$ cat config.mk
export PLATFORM = sky130hd
export DESIGN_NAME = tipi_regbank
export DESIGN_NICKNAME = d
export VERILOG_FILES = /design/src/rtl/tipi_regbank.sv
export SDC_FILE = /design/constraint.sdc
export NUM_CORES = 1
export LEC_CHECK = 0
export CAP_MARGIN = 10
export CORE_MARGIN = 2
export CORE_UTILIZATION = 35
export CTS_CLUSTER_SIZE = 16
export DETAILED_ROUTE_END_ITERATION = 10
export GPL_ROUTABILITY_DRIVEN = 0
export GPL_TIMING_DRIVEN = 0
export PLACE_DENSITY = 0.62
export SYNTH_ARGS = -nofsm -noshare
export SYNTH_HDL_FRONTEND = slang
export SYNTH_SLANG_ARGS = --single-unit
$ cat constraint.sdc
create_clock -name clk -period 7.1 [get_ports clk]
set_clock_uncertainty 0.2 [all_clocks]
set_input_delay 1.42 -clock clk [delete_from_list [all_inputs] [get_ports clk]]
set_output_delay 1.42 -clock clk [all_outputs]
set_load 0.01 [all_outputs]
$ cat src/rtl/tipi_regbank.sv
// tipi_regbank: TI-99/4A <-> Raspberry Pi mailbox register bank.
// TI writes tx registers over the memory bus and reads rx registers back;
// the RPi loads rx registers and reads tx registers over a serial shift link.
module tipi_regbank #(
   parameter int unsigned CHANNELS    = 2,
   parameter int unsigned WIDTH       = 8,
   parameter int unsigned SYNC_STAGES = 2,
   parameter logic [15:0] BASE_ADDR   = 16'h5FF8,
   parameter int unsigned SEL_W       = $clog2(2 * CHANNELS)
) (
   input  logic                clk,
   input  logic                rst,
   input  logic                dsr_en,
   input  logic [0:15]         ti_a,
   input  logic [0:WIDTH-1]    ti_data,
   input  logic                ti_memen,
   input  logic                ti_we,
   input  logic                ti_dbin,
   output logic [0:WIDTH-1]    ti_rdata,
   output logic                ti_rdata_oe,
   input  logic                rpi_sclk,
   input  logic                rpi_sle,
   input  logic [SEL_W-1:0]    rpi_regsel,
   input  logic                rpi_sdata_out,
   output logic                rpi_sdata_in,
   output logic [CHANNELS-1:0] tx_event,
   output logic [CHANNELS-1:0] rx_event
);

   localparam int unsigned CH_W = (CHANNELS > 1) ? $clog2(CHANNELS) : 1;
   localparam int unsigned SX_W = SEL_W + 1;
   localparam int unsigned NS   = SYNC_STAGES;

   // address decode
   logic [15:0]      addr;
   logic [15:0]      off;
   logic [15:0]      half;
   logic             in_win;
   logic             rx_hit;
   logic             tx_hit;
   logic [CH_W-1:0]  rx_idx;
   logic [CH_W-1:0]  tx_idx;
   logic             wr_raw;
   logic [WIDTH-1:0] wdata_raw;
   logic [WIDTH-1:0] rd_val;

   // synchronisers
   logic [NS-1:0]    wr_sync_q, wr_sync_d;
   logic [NS-1:0]    sclk_sync_q, sclk_sync_d;
   logic [NS-1:0]    sle_sync_q, sle_sync_d;
   logic [NS-1:0]    sdo_sync_q, sdo_sync_d;
   logic [WIDTH-1:0] wdat_sync_q [NS];
   logic [WIDTH-1:0] wdat_sync_d [NS];
   logic [CH_W-1:0]  widx_sync_q [NS];
   logic [CH_W-1:0]  widx_sync_d [NS];
   logic [SEL_W-1:0] sel_sync_q  [NS];
   logic [SEL_W-1:0] sel_sync_d  [NS];
   logic             wr_prev_q, wr_prev_d;
   logic             sclk_prev_q, sclk_prev_d;
   logic             sle_prev_q, sle_prev_d;

   // register state
   logic [WIDTH-1:0] rx_reg_q   [CHANNELS];
   logic [WIDTH-1:0] rx_reg_d   [CHANNELS];
   logic [WIDTH-1:0] rx_shift_q [CHANNELS];
   logic [WIDTH-1:0] rx_shift_d [CHANNELS];
   logic [WIDTH-1:0] tx_reg_q   [CHANNELS];
   logic [WIDTH-1:0] tx_reg_d   [CHANNELS];
   logic [WIDTH-1:0] tx_shadow_q, tx_shadow_d;
   logic [WIDTH-1:0] stage_data_q, stage_data_d;
   logic [CH_W-1:0]  stage_idx_q, stage_idx_d;
   logic [CHANNELS-1:0] tx_event_q, tx_event_d;
   logic [CHANNELS-1:0] rx_event_q, rx_event_d;
   logic             sdi_q, sdi_d;

   // per-cycle helpers
   logic             wr_now;
   logic             commit;
   logic             sclk_rise;
   logic             sle_rise;
   logic [SX_W-1:0]  sel;
   logic             sdo;
   logic             tx_sel;
   logic [WIDTH-1:0] shadow_v;

   assign addr      = ti_a;
   assign wdata_raw = ti_data;

   // Window decode: odd offsets 1..4*CHANNELS-1 map to rx then tx channels
   always_comb begin
      off    = addr - BASE_ADDR;
      half   = {1'b0, off[15:1]};
      in_win = off[0] && (half < 16'(2 * CHANNELS));
      rx_hit = in_win && (half < 16'(CHANNELS));
      tx_hit = in_win && !(half < 16'(CHANNELS));
      rx_idx = CH_W'(half);
      tx_idx = CH_W'(half - 16'(CHANNELS));
      wr_raw = dsr_en & ~ti_memen & ~ti_we & tx_hit;
   end

   // Combinational TI read path straight from the bus pins
   always_comb begin
      ti_rdata_oe = dsr_en & ~ti_memen & ti_dbin & rx_hit;
      rd_val      = '0;
      for (int k = 0; k < CHANNELS; k++) begin
         if (ti_rdata_oe && (rx_idx == CH_W'(k))) rd_val = rx_reg_q[k];
      end
      ti_rdata = rd_val;
   end

   // Next-state: synchronisers, write commit, RPi shift/latch and shadow
   always_comb begin
      wr_sync_d    = {wr_sync_q[NS-2:0], wr_raw};
      sclk_sync_d  = {sclk_sync_q[NS-2:0], rpi_sclk};
      sle_sync_d   = {sle_sync_q[NS-2:0], rpi_sle};
      sdo_sync_d   = {sdo_sync_q[NS-2:0], rpi_sdata_out};
      wdat_sync_d[0] = wdata_raw;
      widx_sync_d[0] = tx_idx;
      sel_sync_d[0]  = rpi_regsel;
      for (int i = 1; i < NS; i++) begin
         wdat_sync_d[i] = wdat_sync_q[i-1];
         widx_sync_d[i] = widx_sync_q[i-1];
         sel_sync_d[i]  = sel_sync_q[i-1];
      end
      wr_prev_d    = wr_sync_q[NS-1];
      sclk_prev_d  = sclk_sync_q[NS-1];
      sle_prev_d   = sle_sync_q[NS-1];
      rx_reg_d     = rx_reg_q;
      rx_shift_d   = rx_shift_q;
      tx_reg_d     = tx_reg_q;
      stage_data_d = stage_data_q;
      stage_idx_d  = stage_idx_q;
      tx_event_d   = '0;
      rx_event_d   = '0;
      tx_sel       = 1'b0;
      shadow_v     = tx_shadow_q;

      wr_now    = wr_sync_q[NS-1];
      commit    = wr_prev_q & ~wr_now;
      sclk_rise = sclk_sync_q[NS-1] & ~sclk_prev_q;
      sle_rise  = sle_sync_q[NS-1] & ~sle_prev_q;
      sel       = {1'b0, sel_sync_q[NS-1]};
      sdo       = sdo_sync_q[NS-1];

      if (wr_now) begin
         stage_data_d = wdat_sync_q[NS-1];
         stage_idx_d  = widx_sync_q[NS-1];
      end

      for (int k = 0; k < CHANNELS; k++) begin
         if (commit && (stage_idx_q == CH_W'(k))) begin
            tx_reg_d[k]   = stage_data_q;
            tx_event_d[k] = 1'b1;
         end
      end

      // rx: latch uses the pre-shift value, so a same-cycle shift lands after it
      for (int k = 0; k < CHANNELS; k++) begin
         if (sel == SX_W'(k)) begin
            if (sle_rise) begin
               rx_reg_d[k]   = rx_shift_q[k];
               rx_event_d[k] = 1'b1;
            end
            if (sclk_rise) rx_shift_d[k] = {rx_shift_q[k][WIDTH-2:0], sdo};
         end
      end

      // tx: load (with commit bypass) first, then shift the loaded value
      for (int k = 0; k < CHANNELS; k++) begin
         if (sel == SX_W'(CHANNELS + k)) begin
            tx_sel = 1'b1;
            if (sle_rise) begin
               if (commit && (stage_idx_q == CH_W'(k))) shadow_v = stage_data_q;
               else                                    shadow_v = tx_reg_q[k];
            end
         end
      end
      if (tx_sel && sclk_rise) shadow_v = shadow_v << 1;
      tx_shadow_d = shadow_v;
      sdi_d       = tx_sel & tx_shadow_q[WIDTH-1];
   end

   // State registers
   always_ff @(posedge clk or posedge rst) begin
      if (rst) begin
         wr_sync_q    <= '0;
         sclk_sync_q  <= '0;
         sle_sync_q   <= '0;
         sdo_sync_q   <= '0;
         for (int i = 0; i < NS; i++) begin
            wdat_sync_q[i] <= '0;
            widx_sync_q[i] <= '0;
            sel_sync_q[i]  <= '0;
         end
         wr_prev_q    <= 1'b0;
         sclk_prev_q  <= 1'b0;
         sle_prev_q   <= 1'b0;
         for (int k = 0; k < CHANNELS; k++) begin
            rx_reg_q[k]   <= '0;
            rx_shift_q[k] <= '0;
            tx_reg_q[k]   <= '0;
         end
         tx_shadow_q  <= '0;
         stage_data_q <= '0;
         stage_idx_q  <= '0;
         tx_event_q   <= '0;
         rx_event_q   <= '0;
         sdi_q        <= 1'b0;
      end else begin
         wr_sync_q    <= wr_sync_d;
         sclk_sync_q  <= sclk_sync_d;
         sle_sync_q   <= sle_sync_d;
         sdo_sync_q   <= sdo_sync_d;
         wdat_sync_q  <= wdat_sync_d;
         widx_sync_q  <= widx_sync_d;
         sel_sync_q   <= sel_sync_d;
         wr_prev_q    <= wr_prev_d;
         sclk_prev_q  <= sclk_prev_d;
         sle_prev_q   <= sle_prev_d;
         rx_reg_q     <= rx_reg_d;
         rx_shift_q   <= rx_shift_d;
         tx_reg_q     <= tx_reg_d;
         tx_shadow_q  <= tx_shadow_d;
         stage_data_q <= stage_data_d;
         stage_idx_q  <= stage_idx_d;
         tx_event_q   <= tx_event_d;
         rx_event_q   <= rx_event_d;
         sdi_q        <= sdi_d;
      end
   end

   assign tx_event     = tx_event_q;
   assign rx_event     = rx_event_q;
   assign rpi_sdata_in = sdi_q;

endmodule

Word-level counts from Yosys, hierarchy flattened
Cells that the tools add are included.
{"block": "op_classes", "n_addsub": 2, "n_lt_le_gt_ge": 2, "n_eq_ne": 3, "mux": 16, "bitwise": 16, "reduce_logical": 14}
{"cell": "8-bit two-way mux", "count": 9}
{"cell": "16-bit by 15-bit subtractor with 16-bit output (second input constant)", "count": 1}
{"cell": "15-bit by 2-bit less-than comparator with 1-bit output (second input constant)", "count": 1}
{"cell": "15-bit by 3-bit less-than comparator with 1-bit output (second input constant)", "count": 1}
{"cell": "1-bit AND", "count": 9}
{"cell": "1-bit logical AND", "count": 8}
{"cell": "2-bit AND reduction", "count": 4}
{"cell": "1-bit two-way mux", "count": 7}
{"cell": "1-bit NOT", "count": 7}
{"cell": "2-bit == test (second input constant)", "count": 2}
{"cell": "2-bit by 1-bit == test with 1-bit output (second input constant)", "count": 1}
{"cell": "2-bit logical NOT", "count": 1}
{"cell": "1-bit logical NOT", "count": 1}
{"cell": "1-bit subtractor (second input constant)", "count": 1}
{"block": "word_totals", "register_bits": 103, "inputBits": 35, "output_inout_bits": 14}

Depth between registers and ports, before layout
{"block": "depth", "word_depth": 9, "mapped_depth": 6, "depth_no_buf": 5}

Worst setup path before layout
No wires, ideal clock.
{"block": "synth_path", "kind": "input to output", "start": "input port ti_a[12] (netlist name)", "end": "output port ti_rdata[0] (netlist name)", "arrival_time_ns": 2.758, "slack_ns": 2.722, "stages": 5, "path_buffers": 0, "path_cell_list": "ha_1 -> or3b_1 -> a21oi_1 -> o2111ai_4 -> nor3_1"}
{"block": "synth_via", "elab_chain_cells": 8, "word_cells_on_any_way": 10, "cone_classes": "add/sub (1); order compare (2); mux (2); bitwise (1); reduce/logical (4)"}
{"element": "from (decl)", "line": "14", "source": "input logic [0:15] ti_a,"}
{"element": "16-bit by 15-bit subtractor with 16-bit output *", "line": "91", "source": "off = addr - BASE_ADDR;"}
{"element": "15-bit by 3-bit less-than comparator with 1-bit output", "line": "93", "source": "in_win = off[0] && (half < 16'(2 * CHANNELS));"}
{"element": "1-bit logical AND", "line": "93"}
{"element": "1-bit logical AND *", "line": "94", "source": "rx_hit = in_win && (half < 16'(CHANNELS));"}
{"element": "1-bit AND *", "line": "103", "source": "ti_rdata_oe = dsr_en & ~ti_memen & ti_dbin & rx_hit;"}
{"element": "1-bit logical AND", "line": "106", "source": "if (ti_rdata_oe && (rx_idx == CH_W'(k))) rd_val = rx_reg_q[k];"}
{"element": "8-bit two-way mux", "line": "106"}
{"element": "8-bit two-way mux *", "line": "106"}
{"element": "to (decl)", "line": "19", "source": "output logic [0:WIDTH-1] ti_rdata,"}
Every way passes the cells marked *; elsewhere a longest branch is shown, timed or not.

Final worst setup path
{"block": "layout_path", "start": "input port ti_a[12] (netlist name)", "end": "output port ti_rdata[1] (netlist name)"}
The elaborated chain is that of the path after synthesis.

==> flow_summary.yaml <==
cells_and_area:
  antennaDiodeCount: 0
  area_delta_synth_final_pct: 24.28
  drive_gt1_share_pct: 26.10
  fin_cells: 484
  multi_input_area_um2: 1438
  nFillCells: 1038
  final_nets: 373
  final_area_um2: 5060
  regArea_um2: 2577
  utilization_pct: 44.50
timing:
  slew-limit-headroom_pct: 45.52
  rsz0062_at_grt: "false"
  post-route-min-period_ps: 5488
  fmax_ghz: 0.1822
  setup_slack_ps: 1612
  slew_viol_final: 0
  finalSetupViolCount: 0
  post-route-period-util_pct: 77.30
  hold_violations: 0
  worst_slew_pin_slew_ps: 812.8
  fin_tns_setup_ps: 0
floorplan:
  ios: 49
  die_area_um2: 12510
  core_region_area_um2: 11370
  start_util_pct: 35.81
  rows: 39
  dieWidth_um: 111.9
  die_y_um: 111.9
clocking:
  cts_tree: "built"
  cts_buffers: 9
  cts_resized: 0
  cts_sinks: 103
  htree_levels: 3
  clock-root-buffer: "clkbuf_16"
  clk_latency_ps: 330
  ctsHoldBuffers: 0
  cts_max_path_buffers: 2
  post_cts_buffers: 0
  clkTransAtPathRegs_ps: 60
power:
  p_int_uw: 998.7
  p_seq_share_pct: 53.0
  ir_drop_mv: 0.1010
  power_frac_clock_pct: 38.2
  combPwrFrac_pct: 8.8
  swShare_pct: 21.39
  leakage_nw: 2.268
  power.density_nw_per_um2: 251.1
  p_switching_uw: 271.8
drt:
  wl_met3_um: 225
  wl_met2_um: 3236
  drt-met1-wl_um: 3300
  vias_per_cell: 4.874
  vias: 2359
  drcViolationCount: 0
  top_layer: "met4"
  post_drt_wl_per_cell_um: 14.26
  antenna_left: 0
  dr.pass1.iters: 4
  wl_um: 6903
  drt_first_iter_violations: 113
yosys:
  synth-seq-area-share_pct: 63.31
  yosys.cell_types.count: 44
  yosys.area.top_type_share_pct: 63.31
  ys_top_cells_by_count: "dfrtp_1, mux2_2, mux2i_1"
  avgSynthCellArea_um2: 14.70
  synth_area_leaders: "dfrtp_1, mux2_2, mux2i_1"
  synth_area_um2: 4071
  async_flop_share_pct: 100.0
  syn_nets: 313
  synth.most_common_cell: "dfrtp_1"
  postSynthCellCount: 277
  synth_edf_count: 0
  ys_ff_latch: 103
  synthFlopType: "dfrtp_1"
  synth_top_area_cell: "dfrtp_1"
  ys_warn_count: 0
worst_hold_path:
  hp-class: "reg -> reg"
  hold_path_startpoint: "wdat_sync_d[6]$_DFF_PP0_"
  min_path_cells: 0
  hold_path_end: "wdat_sync_q[6]$_DFF_PP0_"
global_route:
  grt_pass1_wl_um: 11890
  grt_max_degree: 69
  grt_usage_pct: 11.85
  overflow: 0
  antenna_found_initial: 0
  grt_pass1_vias: 2410
setup_path:
  cp.arrival_ps: 3870
  end_kind: "output pin"
  slowest_delay_ps: 570
  cp_slowest_cell: "clkdlybuf4s50_1"
  cp_max_fo: 9
  critPathLaunchType: "input port"
  worst-path-buf-inv: 2
  timing.rr.start: "wr_sync_q[1]$_DFF_PP0_"
  worst_path_most_repeated_cell: "clkdlybuf4s50_1"
  crit_chain: "clkdlybuf4s50_1, ha_1, or3b_1, a21oi_1, o2111ai_4, nor3_1, clkdlybuf4s50_1"
  crit_type: "in -> out"
  r2r_end: "tx_shadow_q[7]$_DFF_PP0_"
  r2r_slack_ps: 5120
  crit_family: "buffers and inverters"
  worstPathRequired_ps: 5480
  rr_worst_depth: 4
flow_run:
  cap_violations: 0
place:
  place_area_um2: 4761
  place_ws_ps: 1602
  portBuffers: 48
  dp_hpwl_um: 4804
  placed_cells: 469
outcome:
  outcome: "complete, no violations"
## cell type report
class / instances / share of cell area (%)
timing repair buffer: 49 / 10.04
inverter: 6 / 0.4946
clock buffer: 12 / 5.069
sequential: 103 / 50.94
clock inverter: 3 / 0.8408
multi-input combinational: 161 / 28.41
buffer: 7 / 0.6677
tap: 143 / 3.536
## routing by layer
layer | vias up | global-route usage [%]
met5 | - | 0
met3 | 11 | 2.776
met2 | 38 | 18.14
met4 | 0 | 5.432
li1 | 1126 | -
met1 | 1184 | 16.08
## sequential cells by signal, indices dropped and copies added (netlist names), 2 cells and up
signal	count
rx_shift_q	16
sclk_sync_q	2
sel	2
wdat_sync_q	8
stage_data_q	8
tx_event	2
tx_reg_q	16
rx_reg_q	16
sdo_sync_q	2
wr_sync_q	2
wdat_sync_d	8
tx_shadow_q	8
sle_sync_q	2
rx_event	2
sel_sync_d	2
## through the flow
step | hold slack (ps) | total power [mW]
2_1_floorplan | 131.2 | 0.7496
3_3_place_gp | 134.1 | 0.7914
5_1_grt | 157.0 | 1.332
3_5_place_dp | 134.7 | 0.7986
4_1_cts | 149.5 | 1.290
6_report | 148.5 | 1.270
## worst max-delay path by stage
stage | slack [ps] | cells after the start | end | from
after floorplan | 2720 | 5 | ti_rdata[0] | ti_a[12]
after global placement | 1310 | 2 | tx_shadow_q[3]$_DFF_PP0_ | rst
after detailed placement | 1600 | 7 | ti_rdata[1] | ti_a[12]
after CTS | 1590 | 7 | ti_rdata[1] | ti_a[12]
after global routing | 1460 | 7 | ti_rdata[3] | ti_a[12]
final | 1610 | 7 | ti_rdata[1] | ti_a[12]
## placed cells by master, fill, tap and decap left out, drive strengths merged, types with 4 or more instances in the layout
master / instances
a21oi: 12
a22oi: 6
buf: 6
clkbuf: 14
clkdlybuf4s50: 48
dfrtp: 103
inv: 6
mux2: 56
mux2i: 16
nand3: 4
nor2: 6
nor3: 11
o211ai: 7
o21ai: 8
## power groups by stage
stage | Clock [mW] | Sequential, mW | Combinational, mW
after floorplan | 0 | 0.673 | 0.0762
after global placement | 0 | 0.682 | 0.109
after detailed placement | 0 | 0.684 | 0.114
after CTS | 0.502 | 0.673 | 0.115
after global routing | 0.525 | 0.682 | 0.125
final | 0.485 | 0.673 | 0.112
## kinds of logic after synthesis
group	synth area share, %
AOI/OAI and AO/OA	7.437
xor gates and xnor gates	0.4303
adders and majority gates	0.3073
buffers and inverters	1.383
DFF	63.31
muxes	19.42
and+or+nand+nor	7.714
(Power assumes the default switching activity.)
